==> config.mk <==
export PLATFORM = sky130hd
export DESIGN_NAME = vga_timing_rx_flat
export DESIGN_NICKNAME = d
export VERILOG_FILES = /design/src/rtl/vga_pkg.sv /design/src/rtl/vga_timing_rx_if.sv /design/src/rtl/sync_fall.sv /design/src/rtl/vga_timing_rx.sv /design/src/flat_wrapper.sv
export SDC_FILE = /design/constraint.sdc
export NUM_CORES = 1
export LEC_CHECK = 0
export CORE_MARGIN = 2
export CORE_UTILIZATION = 52
export CTS_CLUSTER_DIAMETER = 100
export CTS_CLUSTER_SIZE = 40
export DETAILED_ROUTE_END_ITERATION = 10
export PLACE_DENSITY_LB_ADDON = 0.3
export SLEW_MARGIN = 10
export SYNTH_ARGS = -nofsm -noshare
export SYNTH_HDL_FRONTEND = slang
export SYNTH_HIERARCHICAL = 1
export SYNTH_SLANG_ARGS = --single-unit
==> constraint.sdc <==
create_clock -name clk -period 5.2 [get_ports clk]
set_input_delay 0.78 -clock clk [delete_from_list [all_inputs] [get_ports clk]]
set_output_delay 0.78 -clock clk [all_outputs]
set_load 0.1 [all_outputs]
==> src/rtl/vga_pkg.sv <==
// vga_pkg: nominal 640x480 VGA timing constants and shared receiver types.
package vga_pkg;
   localparam int HPIXELS = 800;
   localparam int VLINES  = 521;
   localparam int HPULSE  = 96;
   localparam int VPULSE  = 2;
   localparam int HBP     = 144;
   localparam int HFP     = 784;
   localparam int VBP     = 31;
   localparam int VFP     = 511;
   typedef enum logic [1:0] {SEARCH, MEASURE, LOCKED} rx_state_t;
   typedef logic [11:0] rgb12_t;
endpackage

==> src/rtl/vga_timing_rx_if.sv <==
// vga_timing_rx_if: VGA pixel input plus recovered active-area outputs.
interface vga_timing_rx_if;
   import vga_pkg::*;
   logic       pix_en, hsync_in, vsync_in;
   rgb12_t     rgb_in, pixel;
   logic [9:0] x, y;
   logic       de, locked, frame_start, err;
   modport master (output pix_en, hsync_in, vsync_in, rgb_in,
                   input x, y, de, pixel, locked, frame_start, err);
   modport slave  (input pix_en, hsync_in, vsync_in, rgb_in,
                   output x, y, de, pixel, locked, frame_start, err);
endinterface

==> src/rtl/sync_fall.sv <==
// sync_fall: input register chain and pix_en-qualified previous sample flagging a falling edge.
// VGA_RX_SYNC_EN selects a 2-flop synchronizer instead of a single register.
module sync_fall (
   input  logic clk,
   input  logic rst_n,
   input  logic pix_en_i,
   input  logic d_i,
   output logic fall_o
);
   logic cur, prev_q;
`ifdef VGA_RX_SYNC_EN
   logic [1:0] s_q;
   always_ff @(posedge clk or negedge rst_n)
      if (!rst_n) s_q <= '1;
      else s_q <= {s_q[0], d_i};
   assign cur = s_q[1];
`else
   logic s_q;
   always_ff @(posedge clk or negedge rst_n)
      if (!rst_n) s_q <= 1'b1;
      else s_q <= d_i;
   assign cur = s_q;
`endif
   // Idle-high reset so releasing reset never looks like a sync edge
   always_ff @(posedge clk or negedge rst_n)
      if (!rst_n) prev_q <= 1'b1;
      else if (pix_en_i) prev_q <= cur;
   assign fall_o = prev_q & ~cur;
endmodule

==> src/rtl/vga_timing_rx.sv <==
// vga_timing_rx: VGA receiver recovering h/v counters, locking on nominal timing, emitting active pixels.
// VGA_RX_SYNC_EN adds a 2-flop synchronizer on sync and RGB inputs for asynchronous sources.
module vga_timing_rx #(
   parameter int HPIXELS     = vga_pkg::HPIXELS,
   parameter int VLINES      = vga_pkg::VLINES,
   parameter int HBP         = vga_pkg::HBP,
   parameter int HFP         = vga_pkg::HFP,
   parameter int VBP         = vga_pkg::VBP,
   parameter int VFP         = vga_pkg::VFP,
   parameter int LOCK_FRAMES = 2
) (
   input logic            clk,
   input logic            btnCpuReset,
   vga_timing_rx_if.slave bus
);
   vga_pkg::rx_state_t state_q, state_d;
   vga_pkg::rgb12_t    rgb_q;
   logic [9:0] hc_q, hc_d, vc_q, vc_d, hc_sat, vc_sat;
   logic [2:0] good_q, good_d;
   logic       h_fall, v_fall, viol, de_d;

   sync_fall u_hs (.clk, .rst_n(btnCpuReset), .pix_en_i(bus.pix_en), .d_i(bus.hsync_in), .fall_o(h_fall));
   sync_fall u_vs (.clk, .rst_n(btnCpuReset), .pix_en_i(bus.pix_en), .d_i(bus.vsync_in), .fall_o(v_fall));

`ifdef VGA_RX_SYNC_EN
   vga_pkg::rgb12_t rgb_m_q;
   always_ff @(posedge clk or negedge btnCpuReset)
      if (!btnCpuReset) {rgb_m_q, rgb_q} <= '0;
      else {rgb_m_q, rgb_q} <= {bus.rgb_in, rgb_m_q};
`else
   always_ff @(posedge clk or negedge btnCpuReset)
      if (!btnCpuReset) rgb_q <= '0;
      else rgb_q <= bus.rgb_in;
`endif

   always_comb begin
      hc_sat  = hc_q + {9'd0, hc_q != 10'd1023};
      vc_sat  = vc_q + {9'd0, vc_q != 10'd1023};
      hc_d    = h_fall ? '0 : hc_sat;
      vc_d    = v_fall ? '0 : h_fall ? vc_sat : vc_q;
      viol    = (h_fall && int'(hc_q) + 1 != HPIXELS) ||
                (v_fall && (!h_fall || int'(vc_q) + 1 != VLINES)) || &hc_d || &vc_d;
      good_d  = state_q != vga_pkg::MEASURE ? '0 : v_fall && !viol ? good_q + 3'd1 : good_q;
      state_d = state_q == vga_pkg::SEARCH ? (v_fall ? vga_pkg::MEASURE : vga_pkg::SEARCH)
              : viol ? vga_pkg::SEARCH
              : state_q == vga_pkg::MEASURE && int'(good_d) == LOCK_FRAMES ? vga_pkg::LOCKED
              : state_q;
      de_d    = state_d == vga_pkg::LOCKED && int'(hc_d) >= HBP && int'(hc_d) < HFP &&
                int'(vc_d) >= VBP && int'(vc_d) < VFP;
   end

   // Pulses last one clk; everything else only moves on a pixel strobe
   always_ff @(posedge clk or negedge btnCpuReset)
      if (!btnCpuReset) begin
         state_q         <= vga_pkg::SEARCH;
         hc_q            <= '0;
         vc_q            <= '0;
         good_q          <= '0;
         bus.x           <= '0;
         bus.y           <= '0;
         bus.de          <= 1'b0;
         bus.pixel       <= '0;
         bus.locked      <= 1'b0;
         bus.frame_start <= 1'b0;
         bus.err         <= 1'b0;
      end else begin
         bus.frame_start <= bus.pix_en && state_d == vga_pkg::LOCKED && v_fall && !viol;
         bus.err         <= bus.pix_en && state_q == vga_pkg::LOCKED && viol;
         if (bus.pix_en) begin
            state_q    <= state_d;
            hc_q       <= hc_d;
            vc_q       <= vc_d;
            good_q     <= good_d;
            bus.de     <= de_d;
            bus.x      <= de_d ? hc_d - 10'(HBP) : '0;
            bus.y      <= de_d ? vc_d - 10'(VBP) : '0;
            bus.pixel  <= de_d ? rgb_q : '0;
            bus.locked <= state_d == vga_pkg::LOCKED;
         end
      end
endmodule

==> src/flat_wrapper.sv <==
// flat-port wrapper written by rule: the top's interface ports become plain ports
module vga_timing_rx_flat 
#(
   parameter int HPIXELS     = vga_pkg::HPIXELS,
   parameter int VLINES      = vga_pkg::VLINES,
   parameter int HBP         = vga_pkg::HBP,
   parameter int HFP         = vga_pkg::HFP,
   parameter int VBP         = vga_pkg::VBP,
   parameter int VFP         = vga_pkg::VFP,
   parameter int LOCK_FRAMES = 2
)
  (clk, btnCpuReset, bus_pix_en, bus_hsync_in, bus_vsync_in, bus_rgb_in, bus_x, bus_y, bus_de, bus_pixel, bus_locked, bus_frame_start, bus_err);
  vga_timing_rx_if bus_i ();
  input logic clk;
  input logic btnCpuReset;
  input wire logic [$bits(bus_i.pix_en)-1:0] bus_pix_en;
  input wire logic [$bits(bus_i.hsync_in)-1:0] bus_hsync_in;
  input wire logic [$bits(bus_i.vsync_in)-1:0] bus_vsync_in;
  input wire logic [$bits(bus_i.rgb_in)-1:0] bus_rgb_in;
  output wire logic [$bits(bus_i.x)-1:0] bus_x;
  output wire logic [$bits(bus_i.y)-1:0] bus_y;
  output wire logic [$bits(bus_i.de)-1:0] bus_de;
  output wire logic [$bits(bus_i.pixel)-1:0] bus_pixel;
  output wire logic [$bits(bus_i.locked)-1:0] bus_locked;
  output wire logic [$bits(bus_i.frame_start)-1:0] bus_frame_start;
  output wire logic [$bits(bus_i.err)-1:0] bus_err;
  assign bus_i.pix_en = bus_pix_en;
  assign bus_i.hsync_in = bus_hsync_in;
  assign bus_i.vsync_in = bus_vsync_in;
  assign bus_i.rgb_in = bus_rgb_in;
  assign bus_x = bus_i.x;
  assign bus_y = bus_i.y;
  assign bus_de = bus_i.de;
  assign bus_pixel = bus_i.pixel;
  assign bus_locked = bus_i.locked;
  assign bus_frame_start = bus_i.frame_start;
  assign bus_err = bus_i.err;
  vga_timing_rx #(.HPIXELS(HPIXELS), .VLINES(VLINES), .HBP(HBP), .HFP(HFP), .VBP(VBP), .VFP(VFP), .LOCK_FRAMES(LOCK_FRAMES)) u_core (.clk(clk), .btnCpuReset(btnCpuReset), .bus(bus_i));
endmodule
==> flow_summary.json <==
{
  "hold_class": "flop to flop",
  "floorplan.die_area_um2": 9000,
  "ir_drop_v": 0.000229,
  "powerDensity_nw_per_um2": 282,
  "dieHeight_um": 94.9,
  "avgSynthCellArea_um2": 10.0,
  "synth-edff-count": 0,
  "multiInputGateArea_um2": 2140,
  "dp_hpwl_um": 6650,
  "total_power_uw": 1420,
  "max_cap_violations": 0,
  "yosys-top-cells-count": "73 x sky130_fd_sc_hd__dfrtp_1, 49 x sky130_fd_sc_hd__nand2_1, 22 x sky130_fd_sc_hd__clkbuf_1, 22 x sky130_fd_sc_hd__mux2_2, 20 x sky130_fd_sc_hd__o21ai_0",
  "grt_first_pass_wirelength_um": 16500,
  "placement_rows": 33,
  "clock-root-buffer": "sky130_fd_sc_hd__clkbuf_8",
  "max_clock_freq_mhz": 238,
  "synth_top_flop_cell": "sky130_fd_sc_hd__dfrtp_1",
  "die-width_um": 94.9,
  "endpoint_required_time_on_the_critical_path_ps": 5440,
  "input_output_buffers": 52,
  "hold_slack_ps": 490,
  "grt-ovfl-total": 0,
  "critical_path_peak_fanout": 33,
  "worstHoldPathCells": 2,
  "synth_largest_area_cell": "sky130_fd_sc_hd__dfrtp_1",
  "post-route-cell-area_um2": 5040,
  "viasPerCell": 6.07,
  "leakagePower_uw": 0.00201,
  "area.sequential_um2": 1930,
  "synth-seq-cells": 77,
  "floorplan.initialDensity": 0.531,
  "drive_gt1_frac": 0.143,
  "cts_setup_buffers": 0,
  "clock_pin_slew_worst_setup_and_hold_paths_ps": 100,
  "synthesis.instances": 428,
  "dpl_cell_area_um2": 4830,
  "quantity_of_gates_resized_following_cts": 0,
  "detail-route-antenna-nets": 0,
  "tritoncts": "built",
  "critPathArrivalTime_ps": 4450,
  "setup_viol": 0,
  "first_global_vias": 3361,
  "synth_sequential_area_ratio": 0.450,
  "max_slew.worst_pin.slew_ps": 1010,
  "cts_max_path_buffers": 2,
  "postRouteWirelength_um": 9890,
  "synth.cell_area_um2": 4290,
  "synth-async-reset-ratio": 1.00,
  "layout_worst_path_cycle_share": 0.809,
  "layout-area-overhead-vs-synth_pct": 17.3,
  "postCtsHoldBufs": 0,
  "ctsHtreeMaxLevel": 3,
  "tritoncts.num_buffers": 9,
  "cp-start-kind": "flop",
  "drt-pass1-iter-count": 5,
  "result_of_the_run": "complete, no violations",
  "antenna_cells_inserted": 0,
  "grt_start_max_net_pins": 78,
  "setup_total_negative_slack_ps": 0,
  "final_critical_path_time_including_i_o_delays_and_setup_ps": 4210,
  "count_of_nets_after_finishing": 489,
  "drt_iter0_drc": 258,
  "via_count": 3480,
  "layout.filler_cells": 709,
  "report.final.slew_viol_count": 0,
  "synth_cell_types": 59,
  "drc_errors": 0,
  "timing.setup.critical_path_class": "flop to flop",
  "timing.final.ws_setup_ps": 994,
  "synth_top_cell_area_share": 0.425,
  "synth.most_common_cell": "sky130_fd_sc_hd__dfrtp_1",
  "preCtsSetupSlack_ps": 1070,
  "slew-limit-headroom": 0.327,
  "netlist_top_cells_area": "sky130_fd_sc_hd__dfrtp_1 43%, sky130_fd_sc_hd__mux2_2 5.8%, sky130_fd_sc_hd__nand2_1 4.3%",
  "fp.coreArea_um2": 8090,
  "routabilityCongestion": 0.882,
  "r2r.worst_path.cells": 15,
  "average_wire_per_cell_in_the_routed_design_um": 17.3,
  "grtUsageTotal": 0.236,
  "clk_latency_worst_skew_pair_ps": 360,
  "synthesis.nets": 454,
  "finalHoldViolations": 0,
  "ys.warnings.count": 6,
  "final.setup_skew_ps": 14.5,
  "antenna_found_initial": 0,
  "grt_setup_unrepaired": "no",
  "numClockSinks": 77,
  "io_pins": 53,
  "critPathCaptureType": "flop"
}
[metrics by stage]
step,utilization,instances
6_report,0.622,573
5_1_grt,0.622,573
4_1_cts,0.622,573
3_5_place_dp,0.597,557
3_3_place_gp,0.597,557
2_1_floorplan,-,428
[cell families (layout without fill, tap and decap cells)]
group,count (synthesis),count (layout),share of synthesized area
AO/OA/AOI/OAI,99,99,0.184
XOR/XNOR,20,20,0.0408
adder cells (fa/ha/maj),9,9,0.0262
buffers and inverters,52,92,0.0551
flip-flops,77,77,0.450
multiplexers,26,26,0.0693
AND/OR/NAND/NOR,145,145,0.175
[flip-flops by register name, indices dropped and copies added (netlist names), 2 cells and up]
name and cells:
u_core/vc_q 10, u_core/good_q 3, u_core/hc_q 10, u_core/bus.y 10, u_core/rgb_q 12, u_core/bus.x 10
u_core/bus.pixel 12, u_core/state_q 2
[layout by cell type (no fill, tap or decap), types with 7 or more instances in the layout]
cell type / instances
sky130_fd_sc_hd__nand4_1: 12
sky130_fd_sc_hd__xnor2_1: 13
sky130_fd_sc_hd__clkdlybuf4s50_1: 51
sky130_fd_sc_hd__o32ai_1: 11
sky130_fd_sc_hd__dfrtp_1: 73
sky130_fd_sc_hd__or3_1: 9
sky130_fd_sc_hd__nor2b_1: 12
sky130_fd_sc_hd__nand3_1: 15
sky130_fd_sc_hd__mux2_2: 22
sky130_fd_sc_hd__o21ai_0: 20
sky130_fd_sc_hd__o41ai_2: 10
sky130_fd_sc_hd__clkbuf_8: 9
sky130_fd_sc_hd__a21oi_1: 12
sky130_fd_sc_hd__nor2_1: 17
sky130_fd_sc_hd__inv_1: 18
sky130_fd_sc_hd__o31ai_1: 10
sky130_fd_sc_hd__xor2_1: 7
sky130_fd_sc_hd__nand2_1: 49
sky130_fd_sc_hd__buf_4: 7
sky130_fd_sc_hd__ha_1: 9
[metal layers]
| metal | wire, um | share of wire | track usage |
|---|---|---|---|
| met1 | 4320 | 0.44 | 0.311 |
| met2 | 5040 | 0.51 | 0.389 |
| met5 | 0 | 0 | 0 |
| met4 | 178 | 0.018 | 0.0870 |
| met3 | 346 | 0.035 | 0.0447 |
[power breakdown]
| group | switching, uW | internal (uW) |
|---|---|---|
| combinational | 147 | 114 |
| sequential | 56.6 | 635 |
| clock | 271 | 195 |
[final cells by class]
cell class	count	share of cell area
Clock inverter	7	0.0166
Timing Repair Buffer	58	0.112
Tap cell	105	0.0261
Clock buffer	9	0.0246
Multi-Input combinational cell	299	0.424
Inverter	18	0.0134
Sequential cell	77	0.384
[critical path: stages (launching register included)]
cell and delay (ps):
sky130_fd_sc_hd__dfrtp_1 510, sky130_fd_sc_hd__nand4_1 220, sky130_fd_sc_hd__or3_1 370, sky130_fd_sc_hd__ha_1 270, sky130_fd_sc_hd__ha_1 310, sky130_fd_sc_hd__nand3_1 310, sky130_fd_sc_hd__xor2_1 170, sky130_fd_sc_hd__or2_2 130
sky130_fd_sc_hd__inv_1 80, sky130_fd_sc_hd__ha_1 200, sky130_fd_sc_hd__nand4_1 90, sky130_fd_sc_hd__a221oi_1 80, sky130_fd_sc_hd__a211o_1 310, sky130_fd_sc_hd__or3b_1 360, sky130_fd_sc_hd__buf_4 260, sky130_fd_sc_hd__o41ai_1 410
[path summary, 6_finish.rpt]
kind                                             start                     endpoint  slack (ps)
min reg2reg                u_core/bus.x[9]$_DFFE_PN0P_  u_core/bus.x[9]$_DFFE_PN0P_         490
min in group asynchronous                  btnCpuReset   u_core/hc_q[9]$_DFFE_PN0P_         540
min                        u_core/bus.x[9]$_DFFE_PN0P_  u_core/bus.x[9]$_DFFE_PN0P_         490
max reg2reg                 u_core/hc_q[4]$_DFFE_PN0P_  u_core/bus.x[6]$_DFFE_PN0P_         990
max                         u_core/hc_q[4]$_DFFE_PN0P_  u_core/bus.x[6]$_DFFE_PN0P_         990
max in group asynchronous                  btnCpuReset   u_core/vc_q[7]$_DFFE_PN0P_        3980
Power figures use the tool's default switching activity.
